--- src/rtl/sbox_sched.sv ---
// Time-multiplexed DES substitution: one shared S-box lookup per cycle, 8 groups per word.
// Optional macro SBOX_SCHED_BACK2BACK_EN lets a new word enter directly from DONE.
module sbox_sched (
    input  logic        clk,
    input  logic        rst,
    input  logic        in_valid,
    output logic        in_ready,
    input  logic [47:0] in_data,
    output logic [2:0]  sbox_sel,
    output logic [5:0]  sbox_in,
    input  logic [3:0]  sbox_out,
    output logic        out_valid,
    input  logic        out_ready,
    output logic [31:0] out_data,
    output logic        busy
);

    typedef enum logic [1:0] {
        ST_IDLE = 2'd0,
        ST_RUN  = 2'd1,
        ST_DONE = 2'd2
    } state_t;

    state_t      r_state;
    state_t      w_state_nxt;
    logic [2:0]  r_cnt;
    logic [47:0] r_hold;
    logic [31:0] r_result;
    logic        w_in_ready;
    logic        w_accept;
    logic [5:0]  w_group;

    // Group idx+1 in DES numbering; group 1 sits in the most significant six bits.
    function automatic logic [5:0] group_of(input logic [47:0] hold, input logic [2:0] idx);
        logic [5:0] g;
        case (idx)
            3'd0:    g = hold[47:42];
            3'd1:    g = hold[41:36];
            3'd2:    g = hold[35:30];
            3'd3:    g = hold[29:24];
            3'd4:    g = hold[23:18];
            3'd5:    g = hold[17:12];
            3'd6:    g = hold[11:6];
            3'd7:    g = hold[5:0];
            default: g = 6'd0;
        endcase
        return g;
    endfunction

    // Replace nibble idx+1 (S1 is the most significant nibble).
    function automatic logic [31:0] put_nibble(input logic [31:0] res, input logic [2:0] idx,
                                               input logic [3:0] nib);
        logic [31:0] r;
        r = res;
        case (idx)
            3'd0:    r[31:28] = nib;
            3'd1:    r[27:24] = nib;
            3'd2:    r[23:20] = nib;
            3'd3:    r[19:16] = nib;
            3'd4:    r[15:12] = nib;
            3'd5:    r[11:8]  = nib;
            3'd6:    r[7:4]   = nib;
            3'd7:    r[3:0]   = nib;
            default: r        = res;
        endcase
        return r;
    endfunction

    assign w_group  = group_of(r_hold, r_cnt);
    assign w_accept = in_valid & w_in_ready;

    // Next-state and input-ready decode.
    always_comb begin
        w_state_nxt = r_state;
        w_in_ready  = 1'b0;
        case (r_state)
            ST_IDLE: begin
                w_in_ready = 1'b1;
                if (in_valid) begin
                    w_state_nxt = ST_RUN;
                end else begin
                    w_state_nxt = ST_IDLE;
                end
            end
            ST_RUN: begin
                if (r_cnt == 3'd7) begin
                    w_state_nxt = ST_DONE;
                end else begin
                    w_state_nxt = ST_RUN;
                end
            end
            ST_DONE: begin
`ifdef SBOX_SCHED_BACK2BACK_EN
                w_in_ready = out_ready;
                if (out_ready && in_valid) begin
                    w_state_nxt = ST_RUN;
                end else if (out_ready) begin
                    w_state_nxt = ST_IDLE;
                end else begin
                    w_state_nxt = ST_DONE;
                end
`else
                if (out_ready) begin
                    w_state_nxt = ST_IDLE;
                end else begin
                    w_state_nxt = ST_DONE;
                end
`endif
            end
            default: begin
                w_state_nxt = ST_IDLE;
            end
        endcase
    end

    // State, group counter, captured word and assembled result.
    always_ff @(posedge clk) begin
        if (rst) begin
            r_state  <= ST_IDLE;
            r_cnt    <= 3'd0;
            r_hold   <= 48'd0;
            r_result <= 32'd0;
        end else begin
            r_state <= w_state_nxt;
            if (w_accept) begin
                r_hold <= in_data;
                r_cnt  <= 3'd0;
            end else if (r_state == ST_RUN) begin
                r_result <= put_nibble(r_result, r_cnt, sbox_out);
                r_cnt    <= r_cnt + 3'd1;
            end
        end
    end

    // S-box address is driven only while running so the shared table sees zeros otherwise.
    always_comb begin
        sbox_sel = 3'd0;
        sbox_in  = 6'd0;
        if (r_state == ST_RUN) begin
            sbox_sel = r_cnt;
            sbox_in  = w_group;
        end else begin
            sbox_sel = 3'd0;
            sbox_in  = 6'd0;
        end
    end

    assign in_ready  = w_in_ready;
    assign out_valid = (r_state == ST_DONE);
    assign out_data  = r_result;
    assign busy      = (r_state != ST_IDLE);

endmodule

--- config.mk ---
export PLATFORM = sky130hd
export DESIGN_NAME = sbox_sched
export DESIGN_NICKNAME = d
export VERILOG_FILES = /design/src/rtl/sbox_sched.sv
export SDC_FILE = /design/constraint.sdc
export NUM_CORES = 1
export LEC_CHECK = 0
export BUFFER_PORTS_ARGS = -buffer_cell sky130_fd_sc_hd__buf_2
export CAP_MARGIN = 20
export CORE_ASPECT_RATIO = 1.75
export CORE_MARGIN = 4
export CORE_UTILIZATION = 44
export CTS_BUF_LIST = sky130_fd_sc_hd__clkbuf_16
export DETAILED_ROUTE_END_ITERATION = 10
export PLACE_DENSITY = 0.75
export SYNTH_ARGS = -nofsm -noshare
export SYNTH_HDL_FRONTEND = slang
export SYNTH_SLANG_ARGS = --single-unit
--- constraint.sdc ---
create_clock -name clk -period 2.2 [get_ports clk]
set_input_delay 0.22 -clock clk [delete_from_list [all_inputs] [get_ports clk]]
set_output_delay 0.22 -clock clk [all_outputs]
set_load 0.005 [all_outputs]
# --- Yosys cells after proc, flatten, opt, wreduce, memory -nomap -nowiden ---
# Index checks and enable logic that the tools add are counted.
op_classes:
  add_sub_neg: 1
  n_eq_ne: 9
  n_mux: 8
  bitwise: 2
  n_reduce_logical: 12
ops:
  columns: ["operator", "n"]
  rows:
  - ["$pmux W6 S8", 1]
  - ["$reduce_and A3 Y1", 8]
  - ["$eq A3 B3 Y1 const B", 4]
  - ["$eq A3 B2 Y1 const B", 2]
  - ["$mux W6", 1]
  - ["$pmux W2 S3", 1]
  - ["$mux W2", 2]
  - ["$add A3 B1 Y3 const B", 1]
  - ["$eq A3 B1 Y1 const B", 1]
  - ["$logic_not A3 Y1", 1]
  - ["$mux W3", 1]
  - ["$eq A2 B1 Y1 const B", 1]
  - ["$eq A2 B2 Y1 const B", 1]
  - ["$logic_not A2 Y1", 1]
  - ["$mux W1", 2]
  - ["$reduce_bool A2 Y1", 1]
  - ["$reduce_or A2 Y1", 1]
  - ["$and A1 B1 Y1", 1]
  - ["$not A1 Y1", 1]
totals:
  register_bits: 85
  input_bits: 56
  output_inout_bits: 44
  word_cells: 43

# --- Longest topological paths before layout ---
# Gate-level depths: netlist of the first run.
depth:
  word_depth: 5
  mapped_depth: 8

# --- Least setup slack after synthesis of the first run ---
# No wires, ideal clock.
synth_path:
  path_type: "reg-to-output"
  startpoint: "register r_cnt[0]"
  endpoint: "output port sbox_in[1]"
  arrival_ns: 1.476
  required_ns: 1.980
  slack_ns: 0.504
  path_stages_with_launch: 7
  path_buffers: 1
  path_cell_list: "dfxtp_1 -> ha_1 -> ha_1 -> buf_2 -> a222oi_1 -> o211a_1 -> a31oi_1"
synth_via:
  elab_chain_len: 3
synth_rtl:
  columns: ["item", "line", "rtl"]
  rows:
  - ["start, declared", "26", "logic [2:0] r_cnt;"]
  - ["start signal, assigned", "130", "r_cnt <= r_cnt + 3'd1;"]
  - ["$eq A3 B3 Y1 (tied with other cells)", "36", "case (idx)"]
  - ["$pmux W6 S8 (*)", "36", null]
  - ["$mux W6 (*)", "139", "if (r_state == ST_RUN) begin"]
  - ["end, declared", "10", "output logic [5:0] sbox_in,"]
# Every way passes the cells marked *; elsewhere a longest branch is shown, timed or not.

# --- Worst setup path after layout of the first run ---
layout_path:
  startpoint: "register r_cnt[0]"
  endpoint: "output port sbox_in[5]"
# Same word-level chain as after synthesis.

==> results of run 1 <==
## metal layers
layer | track usage [%] | part of all wire [%] | up-vias
met5 | 0 | 0 | -
met4 | 11.8 | 4.2 | 0
met3 | 3.54 | 4.9 | 24
met2 | 33.3 | 55 | 96
met1 | 20.4 | 36 | 1486
li1 | - | - | 1600
## repair_timing
action	4_1_cts	5_1_grt
buffers inserted	0	1
pin swaps	4	7
gates resized for setup	12	21
endpoints found under the setup margin	6	6
gates cloned	1	0
## sequential cells by signal, summed over array words and instances (netlist names)
name	cells
r_hold	48
r_cnt	3
out_data	32
r_state	2
## cells by family (layout without fill, tap and decap cells)
| group | after synthesis | in the layout | share of synthesized area (%) |
|---|---|---|---|
| DFF | 85 | 85 | 42.0 |
| xor gates and xnor gates | 1 | 1 | 0.216 |
| AOI/OAI and AO/OA | 91 | 91 | 18.4 |
| muxes | 24 | 24 | 5.93 |
| and+or+nand+nor | 178 | 179 | 22.9 |
| buffers and inverters | 42 | 127 | 8.43 |
| adders and majority gates | 7 | 7 | 2.16 |
## report_power, final
part | internal, mW | switching (mW) | total [mW]
clock network | 0.977 | 0.581 | 1.56
logic | 0.182 | 0.272 | 0.455
registers | 1.61 | 0.0551 | 1.66
## cells in the mapped netlist (7+ instances only)
library cell / instances / area [um^2]
nand2_2: 49 / 307
ha_1: 7 / 87.6
nor2_1: 26 / 97.6
dfxtp_1: 85 / 1700
buf_2: 15 / 75.1
a21oi_2: 48 / 420
nand3_1: 13 / 65.1
nand2_1: 71 / 267
mux2i_1: 24 / 240
a21oi_1: 12 / 60.1
## cell type report
| class | count | share of cell area, % |
|---|---|---|
| clock buffers | 9 | 4.59 |
| clock inverters | 6 | 1.63 |
| inverters | 4 | 0.306 |
| multi-input cells | 302 | 43.5 |
| flip-flops and latches | 85 | 34.8 |
| well taps | 120 | 3.06 |
| repair buffers | 108 | 12.0 |
## critical path, cell delays in order (launching register included)
cell	delay, ns
dfxtp_4	0.37
ha_4	0.20
ha_4	0.19
a222oi_1	0.44
o211a_1	0.23
a31oi_1	0.09
buf_2	0.14
## path summary, 6_finish.rpt
kind / end / depth (start not counted)
worst max-delay path: sbox_in[5] / 6
worst min-delay path: r_hold[42]$_SDFFE_PP0P_ / 3
worst max register to register: out_data[28]$_SDFFE_PP0P_ / 4
worst min register to register: out_data[18]$_SDFFE_PP0P_ / 2
==> impl_metrics.ini, run 1 <==
[route]
vias = 3206
drc = 0
ant_nets = 0
wl_per_cell_um = 15.9
drtIter0Drc = 120
via_per_inst = 5.06
wirelength_mm = 10.1
firstDrtPassIters = 4

[placement]
gp_congestion = 0.893
dp.cells = 617
portBuffers = 99
place_area_mm2 = 0.00446
place_hpwl_mm = 7.40
dp_slack_ns = 0.161

[final_layout]
syn_to_final_growth_pct = 21.2
fill_cells = 826
multiInputGateArea_mm2 = 0.00214
layout_commonest_cell = buf_2
layout_common_cells = buf_2 (98), dfxtp_1 (82), nand2_1 (70)
post-route-cell-area_mm2 = 0.00491
fin_nets = 573
fin_util_pct = 54.3
layout.cells.non_filler = 634
antenna_cells = 0
regArea_mm2 = 0.00171
drive_above_1_share_pct = 48.6

[critical_path]
critPathMaxFanout = 6
critical_path_class = reg -> out
r2r_start = r_state[0]$_SDFF_PP0_
cp-end-kind = primary output
rrSetupSlack_ns = 0.41
arrival_ns = 1.98
critPathLaunchType = flip-flop
startpoint = r_cnt[0]$_SDFFE_PP0N_
critical_path_required_ns = 1.98

[clock_tree]
cts.htree.levels = 3
cts_sinks = 85
postCtsHoldBufs = 0
clk_latency_ns = 0.33
clkTransAtPathRegs_ns = 0.06
clk_path_buf_depth = 2
numCtsBuffers = 9
clock-root-buffer = clkbuf_16
cts_tree = yes

[sta]
maxSlewViolCount = 0
min_period_ns = 2.20
tns_ns = -0.000941
grt_setup_unrepaired = true
fin_skew_ns = 0.00518
max_freq_mhz = 454
final-setup-viol-count = 1
whs_ns = 0.117
period_share_pct = 100
hold_viol_final = 0
tightest_slew_ns = 0.835
slew_headroom_pct = 44.3
fin_ws_ns = -0.000941

[floorplanning]
dieWidth_um = 80.5
start_util_pct = 44.8
die_area_mm2 = 0.0109
pin_count = 100
die_h_um = 135
rows = 46
core_mm2 = 0.00904

[global_route]
grt-ovfl-total = 0
grt_pass1_wl_mm = 15.5
antenna_found_initial = 0
grt_pass1_vias = 3156
grt_max_degree = 52
track_usage_pct = 19.0

[power_and_ir_drop]
total_power_mw = 3.67
pwr_density_cell_mw_per_mm2 = 749
peakVddDrop_uv = 432
cellLeakagePower_nw = 2.00

[run_status]
status = finished with violations
violations = negative setup slack

[logic_synthesis]
netlist_instances = 428
synth_area_mm2 = 0.00405
synth_edf_count = 0
yosysUniqueCellTypes = 36
yosysWarnings = 0
syn-num-nets = 491
ys_seq_area_share_pct = 42.0
ys_ff_latch = 85
syn_area_per_cell_um2 = 9.46
synth-main-ff-cell = dfxtp_1
async_reset_ff_share_pct = 0

[hold_path]
hp-class = in -> reg
min_from = in_data[42]

[run]
drv_cap = 0
No activity file was read; power rests on OpenSTA's default activity.
==> run 2, diff against run 1 <==
--- a/config.mk
+++ b/config.mk
@@ -7,12 +7,14 @@
 export LEC_CHECK = 0
 export BUFFER_PORTS_ARGS = -buffer_cell sky130_fd_sc_hd__buf_2
 export CAP_MARGIN = 20
+export CELL_PAD_IN_SITES_DETAIL_PLACEMENT = 1
+export CELL_PAD_IN_SITES_GLOBAL_PLACEMENT = 2
 export CORE_ASPECT_RATIO = 1.75
 export CORE_MARGIN = 4
-export CORE_UTILIZATION = 44
+export CORE_UTILIZATION = 32
 export CTS_BUF_LIST = sky130_fd_sc_hd__clkbuf_16
 export DETAILED_ROUTE_END_ITERATION = 10
-export PLACE_DENSITY = 0.75
+export PLACE_DENSITY = 0.86
 export SYNTH_ARGS = -nofsm -noshare
 export SYNTH_HDL_FRONTEND = slang
 export SYNTH_SLANG_ARGS = --single-unit
==> constraint.sdc (replaced) <==
create_clock -name clk -period 2.3 [get_ports clk]
set_input_delay 0.23 -clock clk [delete_from_list [all_inputs] [get_ports clk]]
set_output_delay 0.23 -clock clk [all_outputs]
set_load 0.005 [all_outputs]
==> run 2 against run 1 <==
Effect of this change: the run now ends clean; cell count up 8.5%; global-route usage decreased by 2.3 points; non-clock buffer count is 5 higher; die area grew 34%; count of clock-buffer cells in the layout unchanged; largest cell class unchanged; largest power group unchanged.
==> impl_metrics.ini, run 2 (synthesis results as in run 1) <==
[power_and_ir_drop]
pwr_density_cell_mw_per_mm2 = 685
peakVddDrop_uv = 356
cellLeakagePower_nw = 1.99

[final_layout]
largest_reg_flops = 48
antenna_cells = 0
layout_commonest_cell = buf_2
drive_above_1_share_pct = 47.5
fin_nets = 578
regMostFlops = r_hold
syn_to_final_growth_pct = 21.3
layout_common_cells = buf_2 (98), dfxtp_1 (82), nand2_1 (70)

[floorplanning]
pin_count = 100
core_mm2 = 0.0124
die_area_mm2 = 0.0146
rows = 54
start_util_pct = 32.6
dieWidth_um = 93.0
die_h_um = 157

[hold_path]
min_from = in_data[8]
whs_path_depth = 3
hp-class = in -> reg
whs_endpoint = r_hold[8]$_SDFFE_PP0P_

[run_status]
status = complete, no violations

[critical_path]
crit_chain = ha_4 > ha_4 > buf_6 > a222oi_1 > o211a_1 > a31oi_2 > buf_2
worstReg2RegEnd = out_data[28]$_SDFFE_PP0P_
cpLargestDelayFamily = compound AO/OA/AOI/OAI gates
cpMostUsedCell = ha_4
r2r_start = r_state[0]$_SDFF_PP0_
arrival_ns = 2.04
critical_path_class = reg -> out
cp.buffers_inverters = 2
rrSetupSlack_ns = 0.59
critPathMaxFanout = 6
critical_path_required_ns = 2.07
slowest_stage = dfxtp_4
cp-end-kind = primary output
worst-r2r-cell-count = 4
slowest_delay_ns = 0.37
critPathLaunchType = flip-flop

[sta]
hold_viol_final = 0
fin_ws_ns = 0.0334
fin_skew_ns = 0.00962
slew_headroom_pct = 49.7
final-setup-viol-count = 0
min_period_ns = 2.27
whs_ns = 0.123
grt_setup_unrepaired = true
period_share_pct = 98.5
maxSlewViolCount = 0
tightest_slew_ns = 0.755
tns_ns = 0
max_freq_mhz = 441

[clock_tree]
postCtsHoldBufs = 0
numCtsBuffers = 9
clkTransAtPathRegs_ns = 0.06
clock-root-buffer = clkbuf_16
cts_sinks = 85
cts_tree = yes
cts.htree.levels = 3
clk_latency_ns = 0.34
clk_path_buf_depth = 2

[route]
wl_per_cell_um = 17.2
drtIter0Drc = 97
wirelength_mm = 11.9
ant_nets = 0
drc = 0
vias = 3325
via_per_inst = 4.83
firstDrtPassIters = 7

[global_route]
grt_max_degree = 51
grt_pass1_wl_mm = 18.5
antenna_found_initial = 0
grt_pass1_vias = 3526
grt-ovfl-total = 0
track_usage_pct = 16.7

[run]
drv_cap = 0

[placement]
place_hpwl_mm = 8.90
dp_slack_ns = 0.157
portBuffers = 99
gp_congestion = 0.902
## run 2: cell types whose count changed in the layout (fill, tap and decap cells not counted), sizes merged
cell / delta
buf: +5
bufinv: -2
clkinv: +2
inv: +1
## run 2: worst max-delay path by stage
stage | from | end | slack, ns | cells past startpoint
2_1_floorplan | r_cnt[0]$_SDFFE_PP0N_ | sbox_in[1] | 0.59 | 6
6_report | r_cnt[0]$_SDFFE_PP0N_ | sbox_in[0] | 0.03 | 7
3_5_place_dp | r_cnt[0]$_SDFFE_PP0N_ | sbox_in[5] | 0.16 | 7
5_1_grt | r_cnt[0]$_SDFFE_PP0N_ | sbox_in[5] | -0.04 | 7
3_3_place_gp | r_cnt[0]$_SDFFE_PP0N_ | sbox_in[0] | 0.30 | 7
4_1_cts | r_cnt[0]$_SDFFE_PP0N_ | sbox_in[5] | -0.007 | 7
## run 2: per-layer routing
layer	GRT usage [%]	part of all wire, %
met2	31.5	56
met4	9.36	4.3
met3	3.13	3.9
met1	16.8	35
met5	0	0
## run 2: power by group
part           switching (mW)  total, mW  internal, mW
registers              0.0513       1.59          1.54
clock network           0.602       1.34         0.735
logic                   0.271      0.440         0.170
## run 2: repair_timing
action	in CTS	in global routing
resized for setup	12	10
pin swaps	5	6
setup endpoints to repair	6	6
cloned	1	0
buffers inserted	0	2
## run 2: metrics by stage
stage	instance area, um^2	util [%]	std cells	total power [mW]
after global routing	4910	39.5	688	3.53
after detailed placement	4530	36.5	669	2.05
after CTS	4860	39.1	686	3.41
after global placement	4530	36.5	669	2.04
after floorplan	4050	-	428	1.94
final	4910	39.5	688	3.36
## run 2: final cells by class
class | count | area (um^2)
Clock buffer | 9 | 225
Clock inverter | 7 | 48.8
Fill cell | 1532 | 7520
Inverter | 4 | 15.0
Multi-Input combinational cell | 302 | 2090
Sequential cell | 85 | 1710
Tap cell | 168 | 210
Timing Repair Buffer | 113 | 619
## run 2: tightest hold or removal path: stages
cell	delay, ns
buf_2	0.10
nand2_2	0.05
a21oi_2	0.04
==> run 3, diff against run 2 <==
==> constraint.sdc (replaced) <==
create_clock -name clk -period 2.3 [get_ports clk]
set_input_delay 0.115 -clock clk [delete_from_list [all_inputs] [get_ports clk]]
set_output_delay 0.115 -clock clk [all_outputs]
set_load 0.005 [all_outputs]
==> run 3 against run 2 <==
Effect of this change: utilization decreased by 0.20 points; via count decreased by 2.4%; highest routed layer unchanged; combinational power about the same; largest power group unchanged.
==> impl_metrics.ini, run 3 (synthesis results as in run 1) <==
[clock_tree]
numCtsBuffers = 9
cts.htree.levels = 3
clk_latency_ns = 0.34
clkTransAtPathRegs_ns = 0.07
postCtsSetupBuffers = 0
cts_tree = yes
clk_path_buf_depth = 2
clock-root-buffer = clkbuf_16
cts_sinks = 85

[final_layout]
post-route-cell-area_mm2 = 0.00489
syn_to_final_growth_pct = 20.7
regArea_mm2 = 0.00170
multiInputGateArea_mm2 = 0.00206
drive_above_1_share_pct = 46.3
regMostFlops = r_hold
fin_nets = 576
fill_cells = 1515
layout_commonest_cell = buf_2
antenna_cells = 0
largest_reg_flops = 48
layout_common_cells = buf_2 (98), dfxtp_1 (84), nand2_1 (70)

[global_route]
track_usage_pct = 16.0
grt_pass1_wl_mm = 17.9
grt_max_degree = 58
antenna_found_initial = 0
grt_pass1_vias = 3442
grt-ovfl-total = 0

[power_and_ir_drop]
cellLeakagePower_nw = 1.97
pwr_density_cell_mw_per_mm2 = 681
peakVddDrop_uv = 386

[placement]
portBuffers = 99
place_hpwl_mm = 8.82
place_area_mm2 = 0.00454
gp_congestion = 0.868

[sta]
maxSlewViolCount = 0
tns_ns = 0
grt_setup_unrepaired = false
tightest_slew_ns = 0.763
max_freq_mhz = 451
min_period_ns = 2.22
hold_viol_final = 0
fin_skew_ns = 0.00847
final-setup-viol-count = 0
slew_headroom_pct = 49.2
period_share_pct = 96.5

[critical_path]
critical_path_required_ns = 2.18
cp-end-kind = primary output
slowest_stage = dfxtp_1
critPathLaunchType = flip-flop
critPathMaxFanout = 6
slowest_delay_ns = 0.47
crit_chain = inv_1 > ha_2 > a222oi_1 > o211a_1 > a31oi_1 > buf_2
arrival_ns = 2.10
critical_path_class = reg -> out

[run_status]
status = complete, no violations

[floorplanning]
core_mm2 = 0.0124
pin_count = 100
start_util_pct = 32.6
rows = 54
die_area_mm2 = 0.0146
die_h_um = 157
dieWidth_um = 93.0

[route]
firstDrtPassIters = 7
via_per_inst = 4.73
ant_nets = 0
wirelength_mm = 11.4
drtIter0Drc = 110
vias = 3244
wl_per_cell_um = 16.6
drc = 0

[run]
drv_cap = 0

[hold_path]
hp-class = in -> reg
-- run 3: cell count changes in the layout (fill, tap and decap cells not counted), moves of 2 or more --
cell           before  now
o21ai_0             0    2
dfxtp_1            82   84
dlygate4sd3_1       0    3
dfxtp_4             2    0
o21ai_1             6    4
ha_2                2    5
ha_4                4    2
buf_12              1    3
buf_4              13    7
-- run 3: power breakdown --
group	internal [mW]	leakage [nW]	total [mW]	switching, mW
clock	0.723	0.127	1.30	0.580
combinational	0.177	1.15	0.443	0.266
sequential	1.54	0.694	1.59	0.0478
-- run 3: repair_timing --
| action | 4_1_cts | 5_1_grt |
|---|---|---|
| pin swaps | 0 | 3 |
| setup endpoints to repair | 6 | 6 |
| gates resized for setup | 3 | 10 |
| hold buffers | 3 | 0 |
| cloned | 0 | 1 |
| endpoints found under the hold margin | 3 | 0 |
-- run 3: area by class of cell --
class	count	area share (%)
inverters	4	0.307
repair buffers	111	12.9
clock inverters	7	0.844
clock buffers	9	4.61
flip-flops and latches	85	34.8
multi-input cells	302	42.2
well taps	168	4.30
-- run 3: worst paths after layout --
check	endpoint	start	slack (ns)	cells past startpoint
worst max register to register	out_data[27]$_SDFFE_PP0P_	r_cnt[1]$_SDFFE_PP0N_	0.56	6
worst max-delay path	sbox_in[5]	r_cnt[2]$_SDFFE_PP0N_	0.08	6
worst min register to register	out_data[19]$_SDFFE_PP0P_	out_data[19]$_SDFFE_PP0P_	0.46	2
worst min-delay path	r_hold[13]$_SDFFE_PP0P_	in_data[13]	0.01	3
-- run 3: layer usage --
metal / global-route usage, % / wire length (um)
met1: 16.4 / 4220
met2: 31.0 / 6480
met3: 2.89 / 391
met4: 6.99 / 266
met5: 0 / 0
-- run 3: stage by stage --
step / utilization, % / instances / setup slack [ns] / power [mW] / hold slack, ns
after global routing: 39.3 / 686 / 0.0246 / 3.50 / 0.00304
after CTS: 38.9 / 685 / 0.0455 / 3.37 / 0.000399
after detailed placement: 36.5 / 666 / 0.238 / 2.05 / 0.360
after floorplan: - / 428 / 0.709 / 1.94 / 0.242
final: 39.3 / 686 / 0.0812 / 3.33 / 0.0115
after global placement: 36.5 / 666 / 0.303 / 2.04 / 0.357
-- run 3: critical path, delay by kind of cell, from the launching register on --
family                   cells  cell delay (ns)
buffers and inverters        2             0.28
adder cells (fa/ha/maj)      1             0.26
AO/OA/AOI/OAI                3             0.75
flip-flops                   1             0.47
